===== config.mk =====
export PLATFORM = sky130hd
export DESIGN_NAME = fifo_s1_sf
export DESIGN_NICKNAME = d
export VERILOG_FILES = /design/src/rtl/fifo_s1_sf_pkg.sv /design/src/rtl/fifo_s1_sf_ctl.sv /design/src/rtl/fifo_s1_sf.sv
export SDC_FILE = /design/constraint.sdc
export NUM_CORES = 1
export LEC_CHECK = 0
export CORE_MARGIN = 8
export CORE_UTILIZATION = 60
export DETAILED_ROUTE_END_ITERATION = 12
export GPL_TIMING_DRIVEN = 0
export PLACE_DENSITY_LB_ADDON = 0.25
export SYNTH_ARGS = -nofsm -noshare
export SYNTH_HDL_FRONTEND = slang
export SYNTH_HIERARCHICAL = 1
export SYNTH_SLANG_ARGS = --single-unit

===== constraint.sdc =====
create_clock -name clk -period 6.5 [get_ports clk]
set_input_delay 0.975 -clock clk [delete_from_list [all_inputs] [get_ports clk]]
set_output_delay 0.975 -clock clk [all_outputs]
set_load 0.01 [all_outputs]

===== src/rtl/fifo_s1_sf_pkg.sv =====
// Shared constants and pointer helper for the fifo_s1_sf block.
// Pure definitions; no logic, no latency, no flow control.
package fifo_s1_sf_pkg;

  localparam int ERR_MODE_CURRENT = 2;
  localparam int MAX_WIDTH        = 256;
  localparam int MAX_DEPTH        = 256;

  // Modulo-depth increment; depth need not be a power of two.
  function automatic int unsigned ptr_inc(input int unsigned p, input int unsigned d);
    return (p == d - 1) ? 0 : p + 1;
  endfunction

endpackage


===== src/rtl/fifo_s1_sf_ctl.sv =====
// FIFO control: pointers, occupancy, registered status flags and error tracking.
// Flags update on the same edge as count; requests beyond full/empty are dropped and flagged.
module fifo_s1_sf_ctl
  import fifo_s1_sf_pkg::*;
#(
  parameter int depth    = 5,
  parameter int ae_level = 1,
  parameter int af_level = 1,
  parameter int err_mode = 0,
  localparam int AW = (depth > 1) ? $clog2(depth) : 1,
  localparam int CW = $clog2(depth + 1)
) (
  input  logic          clk,
  input  logic          rst_n,
  input  logic          push_req_n_i,
  input  logic          pop_req_n_i,
  input  logic          diag_n_i,
  output logic          wr_en_o,
  output logic [AW-1:0] wr_addr_o,
  output logic [AW-1:0] rd_addr_o,
  output logic          empty_o,
  output logic          almost_empty_o,
  output logic          half_full_o,
  output logic          almost_full_o,
  output logic          full_o,
  output logic          error_o
);

  logic [AW-1:0] wr_ptr_q, wr_ptr_d, rd_ptr_q, rd_ptr_d;
  logic [CW-1:0] cnt_q, cnt_d;
  logic          empty_q, almost_empty_q, half_full_q, almost_full_q, full_q, error_q;
  logic          error_d;
  logic          is_empty, is_full, push_ok, pop_ok, ovf, unf;

  assign is_empty = (cnt_q == '0);
  assign is_full  = (cnt_q == CW'(depth));
  assign pop_ok   = ~pop_req_n_i & ~is_empty;
  // A pop frees the slot a simultaneous push needs, so push+pop at full is legal.
  assign push_ok  = ~push_req_n_i & (~is_full | pop_ok);
  assign ovf      = ~push_req_n_i & is_full & ~pop_ok;
  assign unf      = ~pop_req_n_i & is_empty;

  always_comb begin
    wr_ptr_d = wr_ptr_q;
    rd_ptr_d = rd_ptr_q;
    cnt_d    = cnt_q;
    error_d  = error_q;
    if (!diag_n_i) begin
      wr_ptr_d = '0;
      rd_ptr_d = '0;
      cnt_d    = '0;
    end else begin
      if (push_ok) wr_ptr_d = AW'(ptr_inc(32'(wr_ptr_q), depth));
      if (pop_ok)  rd_ptr_d = AW'(ptr_inc(32'(rd_ptr_q), depth));
      case ({push_ok, pop_ok})
        2'b10:   cnt_d = cnt_q + 1'b1;
        2'b01:   cnt_d = cnt_q - 1'b1;
        default: cnt_d = cnt_q;
      endcase
      if (err_mode == ERR_MODE_CURRENT) error_d = ovf | unf;
      else                              error_d = error_q | ovf | unf;
    end
  end

  always_ff @(posedge clk or negedge rst_n) begin
    if (!rst_n) begin
      wr_ptr_q       <= '0;
      rd_ptr_q       <= '0;
      cnt_q          <= '0;
      error_q        <= 1'b0;
      empty_q        <= 1'b1;
      almost_empty_q <= 1'b1;
      half_full_q    <= 1'b0;
      almost_full_q  <= 1'b0;
      full_q         <= 1'b0;
    end else begin
      wr_ptr_q       <= wr_ptr_d;
      rd_ptr_q       <= rd_ptr_d;
      cnt_q          <= cnt_d;
      error_q        <= error_d;
      empty_q        <= (cnt_d == '0);
      almost_empty_q <= (cnt_d <= CW'(ae_level));
      half_full_q    <= (cnt_d >= CW'((depth + 1) / 2));
      almost_full_q  <= (cnt_d >= CW'(depth - af_level));
      full_q         <= (cnt_d == CW'(depth));
    end
  end

  assign wr_en_o        = push_ok & diag_n_i;
  assign wr_addr_o      = wr_ptr_q;
  assign rd_addr_o      = rd_ptr_q;
  assign empty_o        = empty_q;
  assign almost_empty_o = almost_empty_q;
  assign half_full_o    = half_full_q;
  assign almost_full_o  = almost_full_q;
  assign full_o         = full_q;
  assign error_o        = error_q;

endmodule


===== src/rtl/fifo_s1_sf.sv =====
// Single-clock FIFO with fall-through read: a pushed word is on data_out one edge later.
// No backpressure handshake; push at full / pop at empty are dropped and raise error.
module fifo_s1_sf
  import fifo_s1_sf_pkg::*;
#(
  parameter int width    = 16,
  parameter int depth    = 5,
  parameter int ae_level = 1,
  parameter int af_level = 1,
  parameter int err_mode = 0,
  parameter int rst_mode = 0
) (
  input  logic             clk,
  input  logic             rst_n,
  input  logic             push_req_n,
  input  logic             pop_req_n,
  input  logic             diag_n,
  input  logic [width-1:0] data_in,
  output logic             empty,
  output logic             almost_empty,
  output logic             half_full,
  output logic             almost_full,
  output logic             full,
  output logic             error,
  output logic [width-1:0] data_out
);

  localparam int AW = (depth > 1) ? $clog2(depth) : 1;

  if (width < 1 || width > MAX_WIDTH) begin : g_bad_width
    $error("fifo_s1_sf: width must be 1..256");
  end
  if (depth < 2 || depth > MAX_DEPTH) begin : g_bad_depth
    $error("fifo_s1_sf: depth must be 2..256");
  end
  if (ae_level < 1 || ae_level > depth - 1 || af_level < 1 || af_level > depth - 1) begin : g_bad_lvl
    $error("fifo_s1_sf: ae_level/af_level must be 1..depth-1");
  end
  if (err_mode < 0 || err_mode > 2 || rst_mode < 0 || rst_mode > 1) begin : g_bad_mode
    $error("fifo_s1_sf: err_mode must be 0..2, rst_mode 0..1");
  end

  logic             wr_en;
  logic [AW-1:0]    wr_addr, rd_addr;
  logic [width-1:0] mem_q [depth];

  fifo_s1_sf_ctl #(
    .depth    (depth),
    .ae_level (ae_level),
    .af_level (af_level),
    .err_mode (err_mode)
  ) u_ctl (
    .clk            (clk),
    .rst_n          (rst_n),
    .push_req_n_i   (push_req_n),
    .pop_req_n_i    (pop_req_n),
    .diag_n_i       (diag_n),
    .wr_en_o        (wr_en),
    .wr_addr_o      (wr_addr),
    .rd_addr_o      (rd_addr),
    .empty_o        (empty),
    .almost_empty_o (almost_empty),
    .half_full_o    (half_full),
    .almost_full_o  (almost_full),
    .full_o         (full),
    .error_o        (error)
  );

  always_ff @(posedge clk or negedge rst_n) begin
    if (!rst_n) begin
      for (int i = 0; i < depth; i++) mem_q[i] <= '0;
    end else if (wr_en) begin
      mem_q[wr_addr] <= data_in;
    end
  end

  // Popped words are not cleared; data_out is only meaningful while !empty.
  assign data_out = mem_q[rd_addr];

endmodule


==> results.toml, run 1 <==
[run_status]
status = "finished, final reports clean"

[logic_synthesis]
syn-num-nets = 364
yosysTopAreaCellShare = 0.5022
synthDistinctLibCells = 56
async_flop_share = 1.000
synth_compound_area_frac = 0.08188
yosysSeqAreaShare = 0.5136
synth_cells = 338
muxShareOfSynthArea = 0.2792
synthSimpleGateAreaFrac = 0.07424
synthAdderAreaFrac = 0.01528
synth-xor-area-share = 0.003821
synth_area_leaders = "dfrtp_1 (50%), mux2_2 (23%), mux2i_1 (4.6%), a221o_1 (3.1%), nor2_1 (1.6%)"
synth_ff_type = "dfrtp_1"
synth_top_family_by_area = "multiplexers"
synth_edf_count = 0
ys_warn_count = 6
synth_area_leader_cell = "dfrtp_1"
synth-seq-cells = 94
syn_area_um2 = 4584
syn_avg_cell_area_um2 = 13.56

[job]
maxCapViolCount = 0

[layout]
syn_to_final_growth_pct = 17.49
mostFrequentLayoutCell = "mux2_2"
instances_no_fill = 499
fillers = 503
fin_area_um2 = 5386
diodes = 0
drive_above_1_share = 0.3678
seq_area_um2 = 2355
nNetsFinal = 418
most-common-layout-cells = "mux2_2 (95), dfrtp_1 (92), clkdlybuf4s50_1 (41)"
multi_input_area_um2 = 2083

[clock_network]
tritoncts = "built"
path_clk_slew_ns = 0.09
cts_resized = 0
cts_made_buffers = 9
insertion_delay_ns = 0.36
clockBufferDepth = 2
cts_htree_levels = 3
cts_hold_buf = 0
clock-sinks = 94
post_cts_buffers = 0
ctsRootBufferMaster = "clkbuf_8"

[critical_path]
crit_type = "reg -> out"
rr_startpoint = "u_ctl/cnt_q[0]$_DFF_PN0_"
cp-startpoint = "u_ctl/rd_addr_o[0]$_DFFE_PN0P_"
endpoint_kind = "output port"
worst_ep_required_time_ns = 5.52
crit_path_start_kind = "flip-flop"
reg2reg_slack_ns = 3.71
worst_ep_arrival_time_ns = 2.75
crit_fanout = 10

[power_and_ir_drop]
vdd.ir_drop.worst_uv = 197.9
comb_power_share = 0.275
p_sw_uw = 464.3
p_total_uw = 1681
p_leak_uw = 0.002359
sw_frac_of_total = 0.2761
intPower_uw = 1217
clkPwrFrac = 0.258
pwr_density_cell_nw_per_um2 = 312.2
power.share.sequential = 0.467

[sta]
finClkSkew_ns = 0.01092
rsz0062_at_grt = "false"
fin_crit_ns = 3.725
worst_slack_ns = 2.775
slew_viol_final = 0
period_share = 0.5731
maxSlewHeadroom = 0.4171
setup_viol = 0
final.setup.tns_ns = 0
timing.fmax_ghz = 0.2685
worst_slew_pin_slew_ns = 0.8696
hold_viol = 0

[routing]
remaining_drc_errors = 0
wirelength_um = 9536
via_per_inst = 5.796
dr.pass1.iters = 4
vias = 2892
drtAntennaViolNets = 0
drt_iter0_drc = 107
wl_per_cell_um = 19.11

[grt]
grt_pass1_wl_um = 15560
grt_antenna_before_repair = 0
grt_overflow = 0
grt_pass1_vias = 3001
grt_max_degree = 58
track_usage = 0.1944

[die]
die-height_um = 103.4
rows = 32
coreArea_um2 = 7567
initial_core_util = 0.6058
fp.dieW_um = 103.4
top_level_ports = 43
die-area_um2 = 10690

[placement]
place_inst = 483
port-buffer-count = 42
dp_slack_ns = 2.692
dp_hpwl_um = 6470
gp_congestion = 0.8388
place_area_um2 = 5157

[min_path]
hold_start = "u_ctl/error_o$_DFFE_PN0P_"
hold_path_class = "reg -> reg"
==> layer usage <==
metal / track usage / up-vias / wire length [µm]
met1: 0.2504 / 1492 / 4204
met5: 0 / - / 0
met2: 0.3235 / 51 / 4837
met3: 0.02544 / 10 / 364
met4: 0.07898 / 0 / 130
li1: - / 1339 / -
==> path summary, 6_finish.rpt <==
path / endpoint / cells after the start
hold / removal: u_ctl/error_o$_DFFE_PN0P_ / 1
max in group asynchronous: u_ctl/almost_empty_o$_DFF_PN1_ / 2
hold reg to reg: u_ctl/error_o$_DFFE_PN0P_ / 1
setup reg to reg: mem_q[64]$_DFFE_PN0P_ / 8
min in group asynchronous: u_ctl/error_o$_DFFE_PN0P_ / 1
setup / recovery: data_out[2] / 6
==> cells in the mapped netlist (2+ instances only) <==
| cell | instances |
|---|---|
| mux2i_1 | 21 |
| dfstp_2 | 2 |
| inv_1 | 7 |
| ha_1 | 4 |
| and2_1 | 2 |
| nand2_1 | 4 |
| o21ai_0 | 2 |
| o21ai_1 | 3 |
| buf_6 | 3 |
| nor2_1 | 20 |
| a21boi_1 | 3 |
| buf_2 | 8 |
| buf_4 | 4 |
| nor3_2 | 2 |
| mux2_2 | 95 |
| nand2b_1 | 3 |
| a221o_1 | 14 |
| clkbuf_1 | 2 |
| nor3b_4 | 2 |
| a21oi_1 | 5 |
| nor2b_1 | 5 |
| dfrtp_1 | 92 |
| o21a_1 | 2 |
==> kinds of logic after synthesis <==
family / Yosys count
xor gates and xnor gates: 2
adders and majority gates: 5
muxes: 116
AOI/OAI and AO/OA: 43
and+or+nand+nor: 52
DFF: 94
buffers and inverters: 26
==> power by group through the flow <==
stage          Combinational (µW)  Sequential, µW  Clock [µW]
2_1_floorplan                 300             777           0
3_3_place_gp                  446             786           0
3_5_place_dp                  463             796           0
4_1_cts                       468             785         443
5_1_grt                       500             803         466
6_report                      462             785         435
==> state kept, by name (all words and copies together) (netlist names) <==
name                  flops
mem_q                    80
u_ctl/rd_addr_o           3
u_ctl/wr_addr_o           3
u_ctl/cnt_q               2
u_ctl/almost_empty_o      1
u_ctl/almost_full_o       1
u_ctl/empty_o             1
u_ctl/error_o             1
u_ctl/full_o              1
u_ctl/half_full_o         1
==> metrics by stage <==
| stage | utilization | hold slack [ns] |
|---|---|---|
| 2_1_floorplan | - | 0.4728 |
| 3_3_place_gp | 0.6782 | 0.4542 |
| 3_5_place_dp | 0.6815 | 0.4679 |
| 4_1_cts | 0.7118 | 0.4870 |
| 5_1_grt | 0.7118 | 0.5066 |
| 6_report | 0.7118 | 0.4800 |
==> worst max-delay path: stages, from the launching register on <==
cell and delay, ns:
dfrtp_1 0.43, buf_2 0.23, nor2_1 0.40, clkbuf_1 0.51, a22oi_1 0.14, o21ai_1 0.12
clkdlybuf4s50_1 0.55
==> layout make-up <==
type | count | area share
flip-flops and latches | 94 | 0.4372
multi-input cells | 218 | 0.3868
repair buffers | 43 | 0.08269
clock buffers | 10 | 0.02555
well taps | 102 | 0.02369
plain buffers | 18 | 0.02160
clock inverters | 6 | 0.01696
inverters | 8 | 0.005575
No activity file was read; power rests on OpenSTA's default activity.
==> run 2, diff against run 1 <==
--- a/config.mk
+++ b/config.mk
@@ -6,7 +6,7 @@
 export NUM_CORES = 1
 export LEC_CHECK = 0
 export CORE_MARGIN = 8
-export CORE_UTILIZATION = 60
+export CORE_UTILIZATION = 52
 export DETAILED_ROUTE_END_ITERATION = 12
 export GPL_TIMING_DRIVEN = 0
 export PLACE_DENSITY_LB_ADDON = 0.25
==> constraint.sdc (replaced) <==
create_clock -name clk -period 3.2 [get_ports clk]
set_input_delay 0.48 -clock clk [delete_from_list [all_inputs] [get_ports clk]]
set_output_delay 0.48 -clock clk [all_outputs]
set_load 0.01 [all_outputs]
==> results.toml, run 2 (same netlist as run 1, synthesis figures left out) <==
[grt]
grt_antenna_before_repair = 0
grt_busiest_layer = "met2"
grt_pass1_vias = 3016
grt_max_degree = 55
grt_overflow = 0
met1_usage = 0.2192
grt_use_met3 = 0.03224
grt_pass1_wl_um = 15320
grtUsageMet2 = 0.2594
track_usage = 0.1647

[job]
maxCapViolCount = 0

[sta]
final.setup.tns_ns = 0
worst_slew_pin_slew_ns = 0.8336
rsz0062_at_grt = "false"
slew_viol_final = 0
finClkSkew_ns = 0.007556
maxSlewHeadroom = 0.4412
setup_viol = 0
hold_viol = 0
fin_crit_ns = 3.049
worst_slack_ns = 0.1509
timing.fmax_ghz = 0.3280
period_share = 0.9528

[power_and_ir_drop]
pwr_density_cell_nw_per_um2 = 620.0
vdd.ir_drop.worst_uv = 435.2
p_leak_uw = 0.002346
p_total_uw = 3338

[placement]
dp_slack_ns = -0.1503
port-buffer-count = 42
gp_congestion = 0.7522
dp_hpwl_um = 6307

[clock_network]
post_cts_buffers = 0
cts_hold_buf = 0
path_clk_slew_ns = 0.09
ctsRootBufferMaster = "clkbuf_8"
cts_made_buffers = 9
clock-sinks = 94
insertion_delay_ns = 0.36
tritoncts = "built"
clockBufferDepth = 2
cts_htree_levels = 3

[run_status]
status = "finished, final reports clean"

[layout]
diodes = 0
syn_to_final_growth_pct = 17.44
fillers = 693
largest_reg_flops = 80
nNetsFinal = 418
multi_input_area_um2 = 2092
mostFrequentLayoutCell = "mux2_2"
most-common-layout-cells = "mux2_2 (95), dfrtp_1 (92), clkdlybuf4s50_1 (41)"
seq_area_um2 = 2355
largest-register = "mem_q"
drive_above_1_share = 0.3728
finish.utilization = 0.6234

[routing]
wirelength_um = 9269
dr.pass1.iters = 4
remaining_drc_errors = 0
via_per_inst = 5.657
wl_per_cell_um = 18.35
drt_iter0_drc = 75
vias = 2857
drtAntennaViolNets = 0

[critical_path]
endpoint_kind = "output port"
rr_worst_depth = 8
rr_endpoint = "mem_q[76]$_DFFE_PN0P_"
worst_ep_required_time_ns = 2.72
rr_startpoint = "u_ctl/cnt_q[0]$_DFF_PN0_"
crit_chain = "buf_2 -> buf_2 -> mux2i_1 -> nor2_1 -> a221o_1 -> clkdlybuf4s50_1"
crit_type = "reg -> out"
crit_path_start_kind = "flip-flop"
crit_fanout = 10
reg2reg_slack_ns = 0.46
worst_ep_arrival_time_ns = 2.57
crit_top_cell = "buf_2"
slowest_delay_ns = 0.48
cp_slowest_cell = "clkdlybuf4s50_1"

[die]
fp.dieW_um = 109.9
top_level_ports = 43
coreArea_um2 = 8636
die-height_um = 109.9
rows = 34
initial_core_util = 0.5309
die-area_um2 = 12080

[min_path]
hold_path_class = "in -> async"
==> run 2: changes by cell type in the layout (fill, tap and decap cells not counted), sizes merged <==
cell / change
clkinvlp: +1
buf: -1
clkbuf: +1
bufinv: -1
==> run 2: through the flow <==
stage / hold WS (ns) / area (µm²) / instances
global route: 0.1229 / 5384 / 505
detailed placement: 0.4582 / 5165 / 489
global placement: 0.4518 / 5140 / 488
CTS: 0.1072 / 5373 / 505
finish: 0.1013 / 5384 / 505
floorplan: 0.1844 / 4584 / 338
==> run 2: per-layer routing <==
layer / wire (µm) / vias up
met2: 4378 / 34
met1: 4441 / 1470
li1: - / 1341
met4: 136 / 0
met3: 313 / 12
met5: 0 / -
==> run 2: layout make-up <==
| class | instances | area share |
|---|---|---|
| sequential | 94 | 0.4374 |
| multi-input combinational | 218 | 0.3886 |
| timing repair buffer | 43 | 0.08273 |
| clock buffer | 10 | 0.02556 |
| tap | 108 | 0.02510 |
| buffer | 18 | 0.02231 |
| clock inverter | 6 | 0.01278 |
| inverter | 8 | 0.005578 |
==> run 2: report_power, final <==
part / total [µW] / switching, µW / internal (µW)
registers: 1590 / 135 / 1450
logic: 931 / 377 / 553
clock network: 819 / 431 / 388
total: 3340 / 943 / 2390
==> run 2: repair_timing <==
item	CTS	global route
setup endpoints to repair	10	8
hold endpoints to repair	0	0
gates resized for setup	1	3
==> run 2: how the worst max path moves through the flow <==
stage                     slack [ns]                    end                           start
final                           0.15            data_out[9]  u_ctl/rd_addr_o[0]$_DFFE_PN0P_
after global routing            0.01           data_out[12]  u_ctl/rd_addr_o[2]$_DFFE_PN0P_
after CTS                       0.06            data_out[2]  u_ctl/rd_addr_o[0]$_DFFE_PN0P_
after detailed placement       -0.15  mem_q[76]$_DFFE_PN0P_                      push_req_n
after global placement         -1.75   mem_q[6]$_DFFE_PN0P_                           rst_n
after floorplan                 0.93  mem_q[37]$_DFFE_PN0P_                       pop_req_n
==> run 2: critical path, delay by kind of cell, from the launching register on <==
| family | cells | cell delay [ns] |
|---|---|---|
| compound gates | 1 | 0.27 |
| buf+inv | 3 | 1.18 |
| flops | 1 | 0.44 |
| mux | 1 | 0.23 |
| simple gates | 1 | 0.08 |
==> run 3, diff against run 2 <==
--- a/config.mk
+++ b/config.mk
@@ -5,9 +5,10 @@
 export SDC_FILE = /design/constraint.sdc
 export NUM_CORES = 1
 export LEC_CHECK = 0
-export CORE_MARGIN = 8
-export CORE_UTILIZATION = 52
+export CORE_MARGIN = 2
+export CORE_UTILIZATION = 57
 export DETAILED_ROUTE_END_ITERATION = 12
+export DONT_BUFFER_PORTS = 1
 export GPL_TIMING_DRIVEN = 0
 export PLACE_DENSITY_LB_ADDON = 0.25
 export SYNTH_ARGS = -nofsm -noshare
==> results.toml, run 3 (same netlist as run 1, synthesis figures left out) <==
[die]
top_level_ports = 43
rows = 32
fp.dieW_um = 93.68
die-area_um2 = 8776
initial_core_util = 0.5902
die-height_um = 93.68
coreArea_um2 = 7767

[critical_path]
rr_endpoint = "mem_q[78]$_DFFE_PN0P_"
endpoint_kind = "output port"
crit_type = "reg -> out"
slowest_delay_ns = 0.54
worst_ep_required_time_ns = 2.72
cp_top_family = "buffers and inverters"
crit_fanout = 10
cp_slowest_cell = "clkbuf_1"
worst_ep_arrival_time_ns = 2.33
crit_buf_inv = 2
rr_startpoint = "u_ctl/almost_full_o$_DFF_PN0_"
crit_chain = "buf_2 -> nor2_1 -> clkbuf_1 -> a22oi_1 -> o21ai_1"
crit_path_start_kind = "flip-flop"
rr_worst_depth = 7
reg2reg_slack_ns = 0.51

[run_status]
status = "finished, final reports clean"

[clock_network]
clockBufferDepth = 2
cts_htree_levels = 3
ctsRootBufferMaster = "clkbuf_8"
tritoncts = "built"
path_clk_slew_ns = 0.09
clock-sinks = 94
insertion_delay_ns = 0.36
cts_made_buffers = 9

[routing]
wl_met1_um = 4076
drt_iter0_drc = 119
wl_per_cell_um = 18.87
via_per_inst = 5.950
drtAntennaViolNets = 0
wl_met2_um = 4099
met3_length_um = 387
dr.pass1.iters = 4
top_layer = "met4"
wirelength_um = 8622
vias = 2719
remaining_drc_errors = 0

[sta]
period_share = 0.8785
finClkSkew_ns = 0.004503
rsz0062_at_grt = "false"
final.setup.tns_ns = 0
maxSlewHeadroom = 0.4926
worst_slew_pin_slew_ns = 0.7570
setup_viol = 0
fin_crit_ns = 2.811
hold_viol = 0
timing.fmax_ghz = 0.3557
slew_viol_final = 0
holdWs_ns = 0.02268

[layout]
mostFrequentLayoutCell = "mux2_2"
largest_reg_flops = 80
multi_input_area_um2 = 2083
drive_above_1_share = 0.4085
diodes = 0
nNetsFinal = 376
seq_area_um2 = 2355
largest-register = "mem_q"
fillers = 587
syn_to_final_growth_pct = 8.433
most-common-layout-cells = "mux2_2 (95), dfrtp_1 (92), mux2i_1 (21)"
finish.utilization = 0.6400

[power_and_ir_drop]
pwr_density_cell_nw_per_um2 = 645.1
p_total_uw = 3207
p_leak_uw = 0.002191
vdd.ir_drop.worst_uv = 506.4

[placement]
port-buffer-count = 0
gp_congestion = 0.8107
dp_hpwl_um = 5695

[grt]
grt_pass1_vias = 2831
track_usage = 0.2093
grt_max_degree = 95
grt_pass1_wl_um = 14120
grt_antenna_before_repair = 0
grt_overflow = 0

[min_path]
hold_path_class = "in -> async"

[job]
maxCapViolCount = 0
run 3: routing by layer:
metal | global-route usage | up-vias
li1 | - | 1263
met1 | 0.2872 | 1400
met2 | 0.3298 | 50
met3 | 0.05538 | 6
met4 | 0.06159 | 0
met5 | 0 | -
run 3: worst max path at each step:
stage | from | to | slack, ns | cells after the start
after floorplan | pop_req_n | mem_q[37]$_DFFE_PN0P_ | 0.93 | 8
after global placement | pop_req_n | mem_q[77]$_DFFE_PN0P_ | 0.45 | 8
after detailed placement | pop_req_n | mem_q[76]$_DFFE_PN0P_ | 0.41 | 8
after CTS | u_ctl/rd_addr_o[0]$_DFFE_PN0P_ | data_out[2] | 0.39 | 5
after global routing | u_ctl/rd_addr_o[0]$_DFFE_PN0P_ | data_out[2] | 0.23 | 5
final | u_ctl/rd_addr_o[0]$_DFFE_PN0P_ | data_out[2] | 0.39 | 5
run 3: worst register-to-register path, cell delays in order (launching register included):
cell and delay (ns):
dfrtp_1 0.52, nand2_1 0.19, o31a_1 0.29, and2_1 0.28, nand2b_4 0.10, nor3_2 0.58, buf_6 0.27, mux2_2 0.34
run 3: report_power, final:
part / leakage, µW / internal, µW / switching, µW
Clock: 0.000113 / 467 / 412
Sequential: 0.00120 / 1450 / 139
Combinational: 0.000879 / 400 / 336
Total: 0.00219 / 2320 / 887
run 3: stage by stage:
stage / instance area, µm² / instances / setup WS (ns)
finish: 4971 / 457 / 0.3888
global route: 4971 / 457 / 0.2349
CTS: 4971 / 457 / 0.3942
detailed placement: 4712 / 440 / 0.4110
global placement: 4712 / 440 / 0.4479
floorplan: 4584 / 338 / 0.9287
run 3: what timing repair did:
item,CTS,global route
hold endpoints to repair,94,0
buffers inserted,0,0
hold buffers,1,0
resized for setup,0,0
run 3: layout make-up:
cell class / count / area share
Sequential cell: 94 / 0.4737
Clock buffer: 10 / 0.02769
Tap cell: 102 / 0.02567
Buffer: 18 / 0.02341
Timing Repair Buffer: 1 / 0.005537
Inverter: 8 / 0.006041
Multi-Input combinational cell: 218 / 0.4191
Clock inverter: 6 / 0.01888
